## config.mk

```make
export PLATFORM = sky130hd
export DESIGN_NAME = uart_cmd_ctrl
export DESIGN_NICKNAME = d
export VERILOG_FILES = /design/src/rtl/uart_cmd_pkg.sv /design/src/rtl/cmd_timeout_timer.sv /design/src/rtl/uart_cmd_ctrl.sv
export SDC_FILE = /design/constraint.sdc
export NUM_CORES = 1
export LEC_CHECK = 0
export CORE_MARGIN = 5
export CORE_UTILIZATION = 34
export CTS_CLUSTER_SIZE = 28
export DETAILED_ROUTE_END_ITERATION = 12
export GPL_TIMING_DRIVEN = 0
export PLACE_DENSITY = 0.49
export SYNTH_ARGS = -nofsm -noshare
export SYNTH_HDL_FRONTEND = slang
export SYNTH_SLANG_ARGS = --single-unit
```

## constraint.sdc

```tcl
create_clock -name osc_clk -period 5.1 [get_ports osc_clk]
set_clock_uncertainty 0.05 [all_clocks]
set_input_delay 0.51 -clock osc_clk [delete_from_list [all_inputs] [get_ports osc_clk]]
set_output_delay 0.51 -clock osc_clk [all_outputs]
set_load 0.05 [all_outputs]
```

## src/rtl/uart_cmd_pkg.sv

```systemverilog
// Shared types and constants for the UART command sequencer.
package uart_cmd_pkg;

    typedef enum logic [2:0] {
        ST_IDLE  = 3'd0,
        ST_ADDR  = 3'd1,
        ST_DATA  = 3'd2,
        ST_CKSUM = 3'd3,
        ST_WRITE = 3'd4
    } state_t;

    localparam logic [7:0]  SYNC_BYTE_DEF  = 8'hA5;
    localparam int unsigned MAX_DATA_BYTES = 8;

    // Frame checksum: address XOR every payload byte (byte 0 = LSB of data).
    function automatic logic [7:0] cksum_xor(input logic [7:0]  addr,
                                             input logic [63:0] data,
                                             input int unsigned nbytes);
        logic [7:0] acc;
        acc = addr;
        for (int unsigned i = 0; i < MAX_DATA_BYTES; i++) begin
            if (i < nbytes) acc = acc ^ data[8*i +: 8];
        end
        return acc;
    endfunction

endpackage

```

## src/rtl/cmd_timeout_timer.sv

```systemverilog
// Inter-byte watchdog: expire_c fires on the edge the idle count would reach TIMEOUT_CLKS-1.
module cmd_timeout_timer #(
    parameter int unsigned TIMEOUT_CLKS = 1000000
) (
    input  logic clk,
    input  logic rst,
    input  logic enable,
    input  logic clear,
    output logic expire_c
);

    localparam int unsigned CNT_W = $clog2(TIMEOUT_CLKS);

    logic [CNT_W-1:0] cnt;
    logic [CNT_W-1:0] cnt_inc;

    assign cnt_inc  = cnt + CNT_W'(1);
    // A coincident strobe always beats expiry.
    assign expire_c = enable && !clear && (cnt_inc == CNT_W'(TIMEOUT_CLKS - 1));

    always_ff @(posedge clk) begin
        if (rst || clear || !enable || expire_c) begin
            cnt <= '0;
        end else begin
            cnt <= cnt_inc;
        end
    end

endmodule

```

## src/rtl/uart_cmd_ctrl.sv

```systemverilog
// Assembles SYNC/ADDR/DATA/CKSUM frames from UART byte strobes into register writes.
module uart_cmd_ctrl
    import uart_cmd_pkg::*;
#(
    parameter int unsigned DATA_BYTES   = 4,
    parameter logic [7:0]  SYNC_BYTE    = SYNC_BYTE_DEF,
    parameter int unsigned TIMEOUT_CLKS = 1000000
) (
    input  logic                    osc_clk,
    input  logic                    i_Rst,
    input  logic                    i_Rx_DV,
    input  logic [7:0]              i_Rx_Byte,
    input  logic                    i_Wr_Ready,
    output logic                    o_Wr_En,
    output logic [7:0]              o_Wr_Addr,
    output logic [DATA_BYTES*8-1:0] o_Wr_Data,
    output logic                    o_Busy,
    output logic                    o_Err_Cksum,
    output logic                    o_Err_Timeout,
    output logic                    o_Err_Overrun,
    output logic [7:0]              o_Frame_Cnt
);

    localparam int unsigned DATA_W = DATA_BYTES * 8;
    localparam int unsigned IDX_W  = (DATA_BYTES > 1) ? $clog2(DATA_BYTES) : 1;

    state_t              state, state_d;
    logic [7:0]          addr_q, addr_d;
    logic [DATA_W-1:0]   data_q, data_d;
    logic [IDX_W-1:0]    idx_q, idx_d;
    logic [7:0]          ck_q, ck_d;
    logic [7:0]          wr_addr_d;
    logic [DATA_W-1:0]   wr_data_d;
    logic                err_ck_d, err_to_d, err_ov_d;
    logic [7:0]          frame_cnt_d;
    logic                timer_en;
    logic                expire_c;

    assign timer_en = (state == ST_ADDR) || (state == ST_DATA) || (state == ST_CKSUM);

    cmd_timeout_timer #(
        .TIMEOUT_CLKS(TIMEOUT_CLKS)
    ) u_timer (
        .clk      (osc_clk),
        .rst      (i_Rst),
        .enable   (timer_en),
        .clear    (i_Rx_DV),
        .expire_c (expire_c)
    );

    always_ff @(posedge osc_clk) begin
        if (i_Rst) begin
            state         <= ST_IDLE;
            addr_q        <= '0;
            data_q        <= '0;
            idx_q         <= '0;
            ck_q          <= '0;
            o_Wr_En       <= 1'b0;
            o_Wr_Addr     <= '0;
            o_Wr_Data     <= '0;
            o_Busy        <= 1'b0;
            o_Err_Cksum   <= 1'b0;
            o_Err_Timeout <= 1'b0;
            o_Err_Overrun <= 1'b0;
            o_Frame_Cnt   <= '0;
        end else begin
            state         <= state_d;
            addr_q        <= addr_d;
            data_q        <= data_d;
            idx_q         <= idx_d;
            ck_q          <= ck_d;
            o_Wr_En       <= (state_d == ST_WRITE);
            o_Wr_Addr     <= wr_addr_d;
            o_Wr_Data     <= wr_data_d;
            o_Busy        <= (state_d != ST_IDLE);
            o_Err_Cksum   <= err_ck_d;
            o_Err_Timeout <= err_to_d;
            o_Err_Overrun <= err_ov_d;
            o_Frame_Cnt   <= frame_cnt_d;
        end
    end

    // Next-state and datapath; write outputs update only on a good checksum.
    always_comb begin
        state_d     = state;
        addr_d      = addr_q;
        data_d      = data_q;
        idx_d       = idx_q;
        ck_d        = ck_q;
        wr_addr_d   = o_Wr_Addr;
        wr_data_d   = o_Wr_Data;
        err_ck_d    = 1'b0;
        err_to_d    = 1'b0;
        err_ov_d    = 1'b0;
        frame_cnt_d = o_Frame_Cnt;

        case (state)
            ST_IDLE: begin
                if (i_Rx_DV && (i_Rx_Byte == SYNC_BYTE)) state_d = ST_ADDR;
            end
            ST_ADDR: begin
                if (i_Rx_DV) begin
                    addr_d  = i_Rx_Byte;
                    ck_d    = i_Rx_Byte;
                    idx_d   = '0;
                    state_d = ST_DATA;
                end else if (expire_c) begin
                    err_to_d = 1'b1;
                    state_d  = ST_IDLE;
                end
            end
            ST_DATA: begin
                if (i_Rx_DV) begin
                    data_d = (data_q << 8) | DATA_W'(i_Rx_Byte);
                    ck_d   = ck_q ^ i_Rx_Byte;
                    if (idx_q == IDX_W'(DATA_BYTES - 1)) begin
                        state_d = ST_CKSUM;
                    end else begin
                        idx_d = idx_q + IDX_W'(1);
                    end
                end else if (expire_c) begin
                    err_to_d = 1'b1;
                    state_d  = ST_IDLE;
                end
            end
            ST_CKSUM: begin
                if (i_Rx_DV) begin
                    if (i_Rx_Byte == ck_q) begin
                        wr_addr_d = addr_q;
                        wr_data_d = data_q;
                        state_d   = ST_WRITE;
                    end else begin
                        err_ck_d = 1'b1;
                        state_d  = ST_IDLE;
                    end
                end else if (expire_c) begin
                    err_to_d = 1'b1;
                    state_d  = ST_IDLE;
                end
            end
            ST_WRITE: begin
                // Bytes arriving mid-write are dropped, including SYNC.
                if (i_Rx_DV) err_ov_d = 1'b1;
                if (o_Wr_En && i_Wr_Ready) begin
                    frame_cnt_d = o_Frame_Cnt + 8'd1;
                    state_d     = ST_IDLE;
                end
            end
            default: state_d = ST_IDLE;
        endcase
    end

endmodule

```

==> results of run 1 <==
[worst register-to-register path, cell delays in order, from the launching register on]
cell and delay, ps:
sky130_fd_sc_hd__dfxtp_1 420, sky130_fd_sc_hd__ha_1 230, sky130_fd_sc_hd__and3_1 170, sky130_fd_sc_hd__buf_4 140, sky130_fd_sc_hd__nand4_2 160, sky130_fd_sc_hd__or3_1 400
sky130_fd_sc_hd__a2111o_1 470, sky130_fd_sc_hd__nor4b_4 440, sky130_fd_sc_hd__buf_6 240, sky130_fd_sc_hd__nor3_1 60
[final cells by class]
class / count / area [um^2] / area share [%]
flip-flops and latches: 126 / 2522 / 37.80
multi-input cells: 431 / 2497 / 37.43
repair buffers: 64 / 640.6 / 9.601
clock buffers: 21 / 460.4 / 6.900
well taps: 188 / 235.2 / 3.525
clock inverters: 11 / 163.9 / 2.456
plain buffers: 30 / 130.1 / 1.950
inverters: 6 / 22.52 / 0.3375
[final timing paths]
| path | end | from | depth (start not counted) | slack, ps |
|---|---|---|---|---|
| max | u_timer.cnt[18] | u_timer.cnt[0] | 9 | 2180 |
| min | addr_q[5] | addr_q[5] | 2 | 410 |
| max reg2reg | u_timer.cnt[18] | u_timer.cnt[0] | 9 | 2180 |
| min reg2reg | addr_q[5] | addr_q[5] | 2 | 410 |
[synth_stat cells (all sizes together)]
cell type  count  area, um^2
a2111o         1       11.26
a211o          1       10.01
a21o           1       7.510
a21oi         56       280.3
a22oi          1       7.510
a2bb2oi        1       8.760
a31oi          1       6.260
and2           4       25.02
and2b          1       8.760
and3           3       18.77
and3b          1       8.760
and4           1       8.760
buf            7       43.79
clkbuf        23       86.33
dfxtp        126        2522
ha             4       50.05
inv            6       22.52
mux2i         44       440.4
nand2        108       407.9
nand2b         3       18.77
nand3         12       60.06
nand3b         4       30.03
nand4         12       81.33
nor2          74       280.3
nor2b          4       25.02
nor3          20       130.1
nor3b          3       22.52
nor4           6       37.54
nor4b          2       32.53
nor4bb         2       20.02
o211ai         8       60.06
o21ai         13       65.06
o31ai          1       7.510
o41ai          1       8.760
or2            1       6.260
or2b           2       15.01
or3            5       36.28
or4            2       15.01
xnor2         22       192.7
xor2           6       52.55
[kinds of logic after synthesis]
logic type	share of synthesized area, %
AO/OA/AOI/OAI	9.144
flip-flops	48.77
buffers and inverters	2.951
AND/OR/NAND/NOR	24.92
adder cells (fa/ha/maj)	0.9676
multiplexers	8.515
XOR/XNOR	4.741
[per-layer routing]
metal	vias up	routed length, um	GRT usage (%)
met3	17	464	4.230
li1	2199	-	-
met2	74	5928	24.01
met5	-	0	0
met1	1994	6539	20.75
met4	0	229	6.229
[power breakdown]
part | leakage [nW] | total (mW) | internal [mW] | switching (mW)
Combinational | 0.857 | 0.0425 | 0.0135 | 0.0289
Clock | 0.303 | 1.27 | 0.840 | 0.433
Sequential | 1.01 | 0.985 | 0.985 | 0.000177
[sequential cells by signal, summed over array words and instances, names as in the netlist]
name and count:
o_Err_Cksum 1, state 3, o_Wr_En 1, data_q 32, u_timer.cnt 20, addr_q 8
idx_q 2, ck_q 8, o_Wr_Data 32, o_Busy 1, o_Wr_Addr 8, o_Err_Overrun 1
o_Frame_Cnt 8, o_Err_Timeout 1
[metrics by stage]
stage          utilization (%)  hold slack [ps]  setup slack (ps)  total power [mW]
2_1_floorplan                -            386.0              2519             1.023
3_3_place_gp             40.08            400.8              1778             1.049
3_5_place_dp             40.08            400.0              1776             1.050
4_1_cts                  44.22            407.2              2159             2.332
5_1_grt                  44.22            425.4              1996             2.379
6_report                 44.22            405.8              2183             2.301
==> summary.md, run 1 <==
### Finish
- 0 — number of diodes
- 692 — net count of the finished layout
- 1471 — number of fill cells
- 29.00% — Area Overhead vs Synth
- 6673 um^2 — cell area after layout
- 7.402% — proportion of layout cells with a drive suffix above 1
- sky130_fd_sc_hd__dfxtp_1 — most common cell after layout, fill and taps aside
- sky130_fd_sc_hd__dfxtp_1, sky130_fd_sc_hd__nand2_1, sky130_fd_sc_hd__nor2_1, sky130_fd_sc_hd__clkdlybuf4s50_1, sky130_fd_sc_hd__a21oi_1 — highest-count cells in the layout ignoring fill and taps
- 877 — Cell Count, Final, Fillers Out

### Global routing
- 15.58% — Global Route Usage Sum
- 17 — maximum number of pins on one net before global-route repair
- 4228 — via count of the first global-routing pass
- 0 — antenna violations before repair
- 22060 um — wire length of the first global-routing pass
- 0 — total grt overflow

### Timing
- 0 — total of endpoints with negative setup slack in the final report
- 57.19% — share of the clock period used by the worst path
- 2917 ps — crit path time final
- false — unrepaired setup endpoints after global routing
- 1082 ps — slew at the pin closest to its max-slew limit
- 0 — number of pins exceeding their max-slew limit in the final report
- 0 ps — Post-Route Setup TNS
- 27.73% — worst-case headroom to the max-slew limit
- 0 — final hold violations
- 0.3429 GHz — upper clock frequency limit

### Setup path
- 2 — CP Buf/Inv Count
- 3150 ps — Data arrival, critical path
- sky130_fd_sc_hd__a2111o_1 — Worst path slowest cell
- simple AND/OR/NAND/NOR gates — family with the most delay on the worst path
- ha_1 -> and3_1 -> buf_4 -> nand4_2 -> or3_1 -> a2111o_1 -> nor4b_4 -> buf_6 -> nor3_1 — crit-path cells
- 5330 ps — required time worst endpoint
- 470 ps — max incr delay on CP
- 10 — CP max FO
- reg -> reg — class of the most critical setup path
- register — type of destination of the critical path
- register — Setup crit start kind

### Power
- 0.2267 mV — Worst IR Drop VDD
- 344.8 nW/um^2 — Pwr Density
- 2.174 nW — Lkg Pwr

### Min path
- reg -> reg — hold crit path type

### Clock tree
- 0 — Post-CTS Hold Fix Bufs
- 0 — post-cts sizing count
- yes — clock tree from TritonCTS
- 17 — cts bufs inserted
- 420 ps — clock latency at the later pin of the worst-skew pair
- 50 ps — clock slew at the register clock pins of the worst setup and hold paths
- 0 — Post CTS Setup Buffer Count
- 2 — maximum buffer depth of the clock tree
- 4 — H-tree depth
- sky130_fd_sc_hd__clkbuf_16 — clock tree root buffer cell
- 126 — clock sinks

### Placed design
- 9578 um — HPWL reported at the end of detailed placement
- 6048 um^2 — cell area after placement
- 0.8311 — global placement routability congestion
- 64 — buffers added on ports
- 845 — post-placement cell count

### Detailed routing
- 4.885 — Via density
- 0 — remaining number of nets flagged by the antenna check after routing
- 4 — DR pass1 iterations
- 15.01 um — DR WL/cell
- 162 — count of routing violations after the opening detailed-route iteration
- 0 — remaining routing DRC violations
- 13160 um — total wirelength of the detailed-routed design
- 4284 — routed via count

### Status
- completed — status

### Floorplanning
- 34.28% — effective utilization at floorplan
- 65 — Ports
- 17780 um^2 — die area
- 133.3 um — chip width
- 15090 um^2 — Core Box Area
- 133.3 um — die span in y
- 45 — Rows

### Logic synthesis
- 48 — unique cell type count in the Yosys netlist
- 48.77% — sequential element share of the synthesized area
- 126 — Yosys reg bits
- 609 — total nets after synthesis
- 0 — Yosys warning count
- 593 — Synth Instances
- 8.723 um^2 — synthesized area per cell
- 5172 um^2 — Post-Synthesis Cell Area

### Run
- 0 — Max-cap violations

Power figures use the tool's default switching activity.
==> inputs of run 2 (changes only) <==
--- a/config.mk
+++ b/config.mk
@@ -10,7 +10,7 @@
 export CTS_CLUSTER_SIZE = 28
 export DETAILED_ROUTE_END_ITERATION = 12
 export GPL_TIMING_DRIVEN = 0
-export PLACE_DENSITY = 0.49
+export PLACE_DENSITY = 0.51
 export SYNTH_ARGS = -nofsm -noshare
 export SYNTH_HDL_FRONTEND = slang
 export SYNTH_SLANG_ARGS = --single-unit
==> constraint.sdc (replaced) <==
create_clock -name osc_clk -period 2.6 [get_ports osc_clk]
set_clock_uncertainty 0.05 [all_clocks]
set_input_delay 0.26 -clock osc_clk [delete_from_list [all_inputs] [get_ports osc_clk]]
set_output_delay 0.26 -clock osc_clk [all_outputs]
set_load 0.05 [all_outputs]
==> summary.md, run 2 (synthesis gave the netlist of run 1 again) <==
### Finish
- sky130_fd_sc_hd__dfxtp_1, sky130_fd_sc_hd__nand2_1, sky130_fd_sc_hd__nor2_1, sky130_fd_sc_hd__clkdlybuf4s50_1, sky130_fd_sc_hd__a21oi_1 — highest-count cells in the layout ignoring fill and taps
- 888 — Cell Count, Final, Fillers Out
- 32.03% — Area Overhead vs Synth
- data_q: 32 flops, o_Wr_Data: 32 flops, u_timer.cnt: 20 flops — registers with the highest flip-flop counts
- 6829 um^2 — cell area after layout
- 1471 — number of fill cells
- 0 — number of diodes
- 703 — net count of the finished layout
- sky130_fd_sc_hd__dfxtp_1 — most common cell after layout, fill and taps aside
- 11.71% — proportion of layout cells with a drive suffix above 1

### Placed design
- 6048 um^2 — cell area after placement
- 64 — buffers added on ports
- 9453 um — HPWL reported at the end of detailed placement
- 0.8199 — global placement routability congestion
- 845 — post-placement cell count

### Detailed routing
- 0 — remaining number of nets flagged by the antenna check after routing
- 13380 um — total wirelength of the detailed-routed design
- 15.07 um — DR WL/cell
- 0 — remaining routing DRC violations
- 4.947 — Via density
- 311 — count of routing violations after the opening detailed-route iteration
- 4 — DR pass1 iterations
- 4393 — routed via count

### Timing
- 2559 ps — crit path time final
- 0 — final hold violations
- 0 — total of endpoints with negative setup slack in the final report
- 98.43% — share of the clock period used by the worst path
- true — unrepaired setup endpoints after global routing
- 1203 ps — slew at the pin closest to its max-slew limit
- 0.3907 GHz — upper clock frequency limit
- 19.64% — worst-case headroom to the max-slew limit
- 0 — number of pins exceeding their max-slew limit in the final report

### Power
- 639.8 nW/um^2 — Pwr Density
- 2.242 nW — Lkg Pwr
- 4.369 mW — overall power
- 0.4575 mV — Worst IR Drop VDD

### Setup path
- 40 ps — Reg2Reg Setup Slack
- reg -> reg — class of the most critical setup path
- 4 — CP max FO
- register — Setup crit start kind
- 2800 ps — Data arrival, critical path
- 9 — cell count of the worst reg-to-reg path
- 2840 ps — required time worst endpoint
- register — type of destination of the critical path

### Clock tree
- 420 ps — clock latency at the later pin of the worst-skew pair
- 2 — maximum buffer depth of the clock tree
- 4 — H-tree depth
- 60 ps — clock slew at the register clock pins of the worst setup and hold paths
- 17 — cts bufs inserted
- 126 — clock sinks
- yes — clock tree from TritonCTS
- sky130_fd_sc_hd__clkbuf_16 — clock tree root buffer cell
- 0 — Post-CTS Hold Fix Bufs

### Floorplanning
- 17780 um^2 — die area
- 45 — Rows
- 15090 um^2 — Core Box Area
- 34.28% — effective utilization at floorplan
- 133.3 um — chip width
- 65 — Ports
- 133.3 um — die span in y

### Global routing
- 0 — antenna violations before repair
- 21980 um — wire length of the first global-routing pass
- 4272 — via count of the first global-routing pass
- 0 — total grt overflow
- 17 — maximum number of pins on one net before global-route repair
- 15.35% — Global Route Usage Sum

### Run
- 0 — Max-cap violations

### Min path
- 1 — worst hold path stage count
- reg -> reg — hold crit path type

### Status
- completed — status

==> run 2: changes by cell type in the layout (fill, tap and decap cells not counted), sizes merged <==
cell,change
buf,+11
bufinv,-2
clkbuf,-1
clkinv,+2
clkinvlp,-1
inv,+2
==> run 2: final cells by class <==
cell class              count  area, um^2  area share, %
flip-flops and latches    126        2539          37.17
clock buffers              20       456.7          6.687
repair buffers             75       726.9          10.64
inverters                   6       22.52         0.3298
multi-input cells         431        2580          37.78
plain buffers              30       133.9          1.960
well taps                 188       235.2          3.444
clock inverters            12       135.1          1.979
==> run 2: critical path, stage by stage, from the launching register on <==
cell and delay [ps]:
sky130_fd_sc_hd__dfxtp_4 370, sky130_fd_sc_hd__ha_4 140, sky130_fd_sc_hd__and3_4 170, sky130_fd_sc_hd__buf_6 110
sky130_fd_sc_hd__nand4_4 130, sky130_fd_sc_hd__or3_4 360, sky130_fd_sc_hd__a2111o_1 470, sky130_fd_sc_hd__nor4b_4 390
sky130_fd_sc_hd__buf_4 200, sky130_fd_sc_hd__nor3_1 50
==> run 2: final timing paths <==
path             startpoint               to
max          u_timer.cnt[0]  u_timer.cnt[17]
min          u_timer.cnt[0]   u_timer.cnt[0]
max reg2reg  u_timer.cnt[0]  u_timer.cnt[17]
min reg2reg  u_timer.cnt[0]   u_timer.cnt[0]
==> run 2: through the flow <==
step / setup TNS [ps] / hold WS (ps) / utilization [%] / worst slack, ps
3_5_place_dp: -22590 / 396.4 / 40.08 / -517.0
4_1_cts: 0 / 404.6 / 44.29 / 5.036
3_3_place_gp: -21350 / 398.6 / 40.08 / -482.6
5_1_grt: -154.2 / 408.0 / 45.26 / -34.11
6_report: 0 / 399.2 / 45.26 / 40.79
2_1_floorplan: 0 / 346.0 / - / 18.87
==> run 2: layer usage <==
layer	vias up	wire length, um	GRT usage, %	share of wire (%)
met1	2067	6393	20.14	48
met2	81	6370	24.29	48
li1	2229	-	-	-
met5	-	0	0	0
met4	0	196	5.657	1.5
met3	16	418	4.116	3.1
==> run 2: timing repair <==
action,in CTS,in global routing
pin swaps,3,4
endpoints found under the setup margin,56,50
gates resized for setup,8,21
gates cloned,1,0
buffers inserted,1,9
==> run 2: report_power, final <==
group | switching, mW | internal [mW]
Sequential | 0.000346 | 1.93
Clock | 0.889 | 1.47
Combinational | 0.0582 | 0.0266
